--- src/rtl/piano_input_pkg.sv ---
// rtl/piano_input_pkg.sv - shared mode encodings, key indices and helpers for the piano input conditioner
package piano_input_pkg;

    // Encoding doubles as {learn_song_button, free_play_button}
    typedef enum logic [1:0] {
        MODE_HOME  = 2'b00,
        MODE_FREE  = 2'b01,
        MODE_LEARN = 2'b10
    } mode_e;

    localparam int NUM_KEYS = 7;
    localparam int KEY_C = 0;
    localparam int KEY_D = 1;
    localparam int KEY_E = 2;
    localparam int KEY_F = 3;
    localparam int KEY_G = 4;
    localparam int KEY_A = 5;
    localparam int KEY_B = 6;

    function automatic logic [2:0] lowest_idx(input logic [NUM_KEYS-1:0] keys);
        lowest_idx = 3'd0;
        for (int i = NUM_KEYS - 1; i >= 0; i--) begin
            if (keys[i]) lowest_idx = 3'(i);
        end
    endfunction

endpackage

--- src/rtl/input_debouncer.sv ---
// rtl/input_debouncer.sv - two-flop synchroniser followed by a stable-count debouncer for one input bit
module input_debouncer
    import piano_input_pkg::*;
#(
    parameter int unsigned DEBOUNCE_CYCLES = 250000,
    parameter int unsigned CNT_W           = 18
) (
    input  logic clk_i,
    input  logic rst_i,
    input  logic raw_i,
    output logic stable_o
);

    logic             sync1_q, sync2_q;
    logic             stable_q, stable_d;
    logic [CNT_W-1:0] cnt_q, cnt_d;

    // Counter only runs while the synchronised input disagrees with the accepted value
    always_comb begin
        stable_d = stable_q;
        cnt_d    = '0;
        if (sync2_q != stable_q) begin
            if (cnt_q == CNT_W'(DEBOUNCE_CYCLES - 1)) begin
                stable_d = ~stable_q;
            end else begin
                cnt_d = cnt_q + CNT_W'(1);
            end
        end
    end

    always_ff @(posedge clk_i) begin
        if (rst_i) begin
            sync1_q  <= 1'b0;
            sync2_q  <= 1'b0;
            stable_q <= 1'b0;
            cnt_q    <= '0;
        end else begin
            sync1_q  <= raw_i;
            sync2_q  <= sync1_q;
            stable_q <= stable_d;
            cnt_q    <= cnt_d;
        end
    end

    assign stable_o = stable_q;

endmodule

--- src/rtl/piano_input_conditioner.sv ---
// rtl/piano_input_conditioner.sv - debounced keys/buttons, screen-mode FSM and mode-gated key levels; IDLE_TIMEOUT_EN adds auto-return to home
module piano_input_conditioner
    import piano_input_pkg::*;
#(
    parameter int unsigned DEBOUNCE_CYCLES = 250000,
    parameter int unsigned CNT_W           = 18,
    parameter int unsigned TIMEOUT_CYCLES  = 750000000,
    parameter int unsigned TO_W            = 30
) (
    input  logic                vga_clk,
    input  logic                reset,
    input  logic [NUM_KEYS-1:0] key_raw,
    input  logic                btn_free_raw,
    input  logic                btn_learn_raw,
    input  logic                btn_home_raw,
    output logic [NUM_KEYS-1:0] key_out,
    output logic [NUM_KEYS-1:0] key_press,
    output logic                note_valid,
    output logic [2:0]          note_idx,
    output logic                free_play_button,
    output logic                learn_song_button
);

    logic [9:0]          raw_all, stable_all;
    logic [NUM_KEYS-1:0] stable_keys;
    logic [2:0]          stable_btn, btn_prev_q, btn_ev;
    logic                free_ev, learn_ev, home_ev, timeout;
    mode_e               state_q, state_d;
    logic [NUM_KEYS-1:0] key_out_q, key_out_d, key_press_q;
    logic                note_valid_q;
    logic [2:0]          note_idx_q;

    assign raw_all = {btn_home_raw, btn_learn_raw, btn_free_raw, key_raw};

    for (genvar i = 0; i < 10; i++) begin : g_db
        input_debouncer #(
            .DEBOUNCE_CYCLES(DEBOUNCE_CYCLES),
            .CNT_W          (CNT_W)
        ) u_db (
            .clk_i   (vga_clk),
            .rst_i   (reset),
            .raw_i   (raw_all[i]),
            .stable_o(stable_all[i])
        );
    end

    assign stable_keys = stable_all[NUM_KEYS-1:0];
    assign stable_btn  = stable_all[9:7];
    assign btn_ev      = stable_btn & ~btn_prev_q;
    assign free_ev     = btn_ev[0];
    assign learn_ev    = btn_ev[1];
    assign home_ev     = btn_ev[2];

`ifdef IDLE_TIMEOUT_EN
    logic [TO_W-1:0] to_q, to_d;

    // Any key held or button event restarts the idle window
    always_comb begin
        to_d    = '0;
        timeout = 1'b0;
        if (state_q != MODE_HOME && key_out_q == '0 && btn_ev == '0) begin
            if (to_q == TO_W'(TIMEOUT_CYCLES - 1)) begin
                timeout = 1'b1;
            end else begin
                to_d = to_q + TO_W'(1);
            end
        end
    end

    always_ff @(posedge vga_clk) begin
        if (reset) to_q <= '0;
        else       to_q <= to_d;
    end
`else
    assign timeout = (TO_W == 0) && (TIMEOUT_CYCLES == 0);
`endif

    always_comb begin
        state_d = state_q;
        case (state_q)
            MODE_HOME: begin
                if (free_ev)       state_d = MODE_FREE;
                else if (learn_ev) state_d = MODE_LEARN;
            end
            MODE_FREE: begin
                if (home_ev)       state_d = MODE_HOME;
                else if (learn_ev) state_d = MODE_LEARN;
                else if (timeout)  state_d = MODE_HOME;
            end
            MODE_LEARN: begin
                if (home_ev)       state_d = MODE_HOME;
                else if (free_ev)  state_d = MODE_FREE;
                else if (timeout)  state_d = MODE_HOME;
            end
            default: state_d = MODE_HOME;
        endcase
    end

    assign key_out_d = stable_keys & {NUM_KEYS{state_q != MODE_HOME}};

    always_ff @(posedge vga_clk) begin
        if (reset) begin
            state_q      <= MODE_HOME;
            btn_prev_q   <= '0;
            key_out_q    <= '0;
            key_press_q  <= '0;
            note_valid_q <= 1'b0;
            note_idx_q   <= 3'd0;
        end else begin
            state_q      <= state_d;
            btn_prev_q   <= stable_btn;
            key_out_q    <= key_out_d;
            key_press_q  <= key_out_d & ~key_out_q;
            note_valid_q <= |key_out_d;
            note_idx_q   <= lowest_idx(key_out_d);
        end
    end

    assign key_out           = key_out_q;
    assign key_press         = key_press_q;
    assign note_valid        = note_valid_q;
    assign note_idx          = note_idx_q;
    assign free_play_button  = state_q[0];
    assign learn_song_button = state_q[1];

endmodule

--- config.mk ---
export PLATFORM = sky130hd
export DESIGN_NAME = piano_input_conditioner
export DESIGN_NICKNAME = d
export VERILOG_FILES = /design/src/rtl/piano_input_pkg.sv /design/src/rtl/input_debouncer.sv /design/src/rtl/piano_input_conditioner.sv
export SDC_FILE = /design/constraint.sdc
export NUM_CORES = 1
export LEC_CHECK = 0
export BUFFER_PORTS_ARGS = -buffer_cell sky130_fd_sc_hd__buf_2
export CAP_MARGIN = 20
export CORE_UTILIZATION = 67
export CTS_CLUSTER_DIAMETER = 50
export CTS_CLUSTER_SIZE = 24
export DETAILED_ROUTE_END_ITERATION = 12
export MAX_ROUTING_LAYER = met4
export PLACE_DENSITY = 0.95
export REMOVE_ABC_BUFFERS = 1
export SLEW_MARGIN = 10
export SYNTH_ARGS = -nofsm -noshare
export SYNTH_HDL_FRONTEND = slang
export SYNTH_HIERARCHICAL = 1
export SYNTH_SLANG_ARGS = --single-unit
--- constraint.sdc ---
create_clock -name vga_clk -period 4.2 [get_ports vga_clk]
set_clock_uncertainty 0.05 [all_clocks]
set_input_delay 0.42 -clock vga_clk [delete_from_list [all_inputs] [get_ports vga_clk]]
set_output_delay 0.42 -clock vga_clk [all_outputs]
set_load 0.02 [all_outputs]
==> flow_metrics.tcl <==
set metrics [dict create \
    status "completed" \
    max_freq_ghz 0.4733 \
    ff_latch_area_sq_mm 0.004664 \
    p_switching_mw 1.001 \
    crit_arrival_ns 2.44 \
    path_clk_slew_ns 0.08 \
    num_vias 8200 \
    muxShareOfSynthArea 0 \
    synth_top_family_by_area "simple AND/OR/NAND/NOR gates" \
    worstSetupStartpointType "register" \
    yosysSeqAreaShare 0.4568 \
    fin_crit_ns 2.113 \
    worstMarginPinSlew_ns 0.9181 \
    synthCells 1105 \
    antenna_found_initial 0 \
    gr-usage-all-layers 0.2720 \
    grt_pass1_vias 7617 \
    cp_max_fo 18 \
    die_h_um 125.5 \
    postLayoutSetupSlackWorst_ns 2.087 \
    maxCapViolCount 0 \
    place_congestion 0.8807 \
    antenna_cells 0 \
    whs_ns 0.09759 \
    dr.pass1.iters 7 \
    pwr-share-seq 0.526 \
    crit_required_ns 4.52 \
    die-area_sq_mm 0.01574 \
    wirelength_mm 20.64 \
    cts.hold.buffers_added 0 \
    multi_input_area_sq_mm 0.005319 \
    synth_warnings 6 \
    holdPathStages 2 \
    clkPwrFrac 0.463 \
    reg2reg_slack_ns 2.09 \
    pre_cts_ws_ns 2.258 \
    slowest_delay_ns 0.65 \
    final_cells 1327 \
    r2r_cells 4 \
    synth_compound_area_frac 0.05599 \
    synth_cell_types 39 \
    crit_type "register to register" \
    io_buffers 31 \
    start_util 0.6948 \
    htree_levels 1 \
    clk_latency_ns 0.51 \
    setup_violations 0 \
    via_per_inst 6.179 \
    syn2layout_area_growth_pct 9.029 \
    clk_root_buffer_cell "clkbuf_16" \
    combPwrFrac 0.011 \
    cts_buffers 21 \
    cp-end-kind "register" \
    rows 44 \
    grt_max_degree 49 \
    cts.path.max_buffers 3 \
    ys_ff_latch 233 \
    p_leak_nw 3.393 \
    cts_tree "done" \
    rsz0062_at_grt "false" \
    cp_slowest_cell "nor4b_1" \
    drcViolationCount 0 \
    cp.depth 4 \
    min_period_over_period 0.5031 \
    dp_hpwl_mm 13.78 \
    die_width_um 125.5 \
    finalHoldViolCount 0 \
    yosysTopAreaCell "dfxtp_1" \
    ir_drop_v 0.0004361 \
    ioPinCount 32 \
    synth.avg_cell_area_sq_um 9.242 \
    drt_iter0_markers 603 \
    cellPowerDensity_mw_per_mm2 380.5 \
    post_cts_buffers 0 \
    ant_nets 0 \
    drive_gt1_frac 0.1067 \
    wire_per_inst_um 15.55 \
    synthesis.area_sq_mm 0.01021 \
    synth_area_leaders "dfxtp_1 (46%), xor2_1 (6.9%), nor2_1 (6.4%), xnor2_1 (6.0%), nand4_1 (4.9%)" \
    dpl.cell_count 1290 \
    crit_buf_inv 0 \
    slew_viol_final 0 \
    overflow 0 \
    slew_headroom 0.3879 \
    cts_resized 0 \
    crit_chain "nor4b_1 > nand2_1 > o21ai_4 > nor2_1" \
    fin_tns_setup_ns 0 \
    clock-sinks 233 \
    nNetsFinal 1151 \
    synth_simple_gate_area_frac 0.3239 \
    cpLargestDelayFamily "simple AND/OR/NAND/NOR gates" \
    hp-class "input pin to register" \
    synthAdderAreaFrac 0.01225 \
    synth-xor-area-share 0.1286 \
    internal_power_mw 3.235 \
    yosys.area.top_type_share 0.4568 \
    fp.coreArea_sq_mm 0.01470 \
    switching_share 0.2363 \
    fillers 933 \
    grt_pass1_wl_mm 35.08 \
]
sequential cells by signal, indices dropped and copies added, names as in the netlist:
register            count
g_db.u_db/cnt_q       180
note_valid              1
g_db.u_db/sync1_q      10
g_db.u_db/sync2_q      10
g_db.u_db/stable_o     10
key_out                 7
state_q                 2
note_idx                3
key_press               7
btn_prev_q              3
per-stage QoR:
stage                     power (mW)  area (sq um)  utilization
after detailed placement       2.325         10410       0.7082
after global placement         2.323         10410       0.7082
after CTS                      4.262         11130       0.7575
after floorplan                2.303         10020            -
after global routing           4.352         11130       0.7575
final                          4.237         11130       0.7575
worst reg2reg max path: stages (launching register included):
cell	delay (ns)
dfxtp_1	0.43
nor4b_1	0.65
nand2_1	0.23
o21ai_4	0.49
nor2_1	0.14
cells in the final DEF, fill, tap and decap left out, drive strengths merged, types with 3 or more instances in the layout:
master / count
nor2b: 29
xnor2: 70
or3b: 10
or2: 10
a21oi: 32
nor4b: 20
ha: 10
clkbuf: 23
o21ai: 30
nand2: 50
inv: 17
and2b: 3
nand4: 80
nor4: 32
or3: 20
and2: 16
or4: 10
dfxtp: 233
clkinv: 8
and4: 30
nor2: 175
buf: 31
o31ai: 10
xor2: 80
nor3: 32
nand3: 70
synthesized netlist by cell type, drive strengths merged:
cell,instances
a2111oi,1
a211oi,2
a21oi,32
a31o,1
a32o,1
and2,16
and2b,3
and3b,1
and4,30
buf,10
clkbuf,20
dfxtp,233
ha,10
inv,11
nand2,50
nand2b,1
nand3,70
nand4,80
nor2,175
nor2b,29
nor3,32
nor3b,2
nor4,32
nor4b,20
o21ai,30
o21ba,1
o21bai,2
o31ai,10
or2,10
or3,20
or3b,10
or4,10
xnor2,70
xor2,80
routing by layer:
metal	wire length [um]	global-route usage
met3	1067	0.04450
met4	410	0.07389
met1	8801	0.3241
met2	10360	0.4739
met5	0	-
power by group through the flow:
stage	Sequential [mW]	Combinational [mW]	Clock, mW
floorplan	2.28	0.0267	0
global placement	2.28	0.0452	0
detailed placement	2.28	0.0469	0
CTS	2.23	0.0478	1.99
global route	2.23	0.0524	2.07
finish	2.23	0.0478	1.96
final timing paths:
kind                                       startpoint                endpoint
worst max-delay path            g_db[2].u_db/cnt_q[9]  g_db[2].u_db/cnt_q[10]
worst min-delay path                       key_raw[6]    g_db[6].u_db/sync1_q
worst max register to register  g_db[2].u_db/cnt_q[9]  g_db[2].u_db/cnt_q[10]
worst min register to register   g_db[2].u_db/sync1_q    g_db[2].u_db/sync2_q
cell type report:
cell class / count / area share
multi-input cells: 831 / 0.4777
flip-flops and latches: 233 / 0.4189
clock buffers: 23 / 0.04787
well taps: 184 / 0.02068
clock inverters: 14 / 0.01719
repair buffers: 31 / 0.01393
inverters: 11 / 0.003708
cell families after synthesis:
family | Yosys count
adder cells (fa/ha/maj) | 10
XOR/XNOR | 150
buffers and inverters | 41
AND/OR/NAND/NOR | 591
flip-flops | 233
AO/OA/AOI/OAI | 80
(Power assumes the default switching activity.)
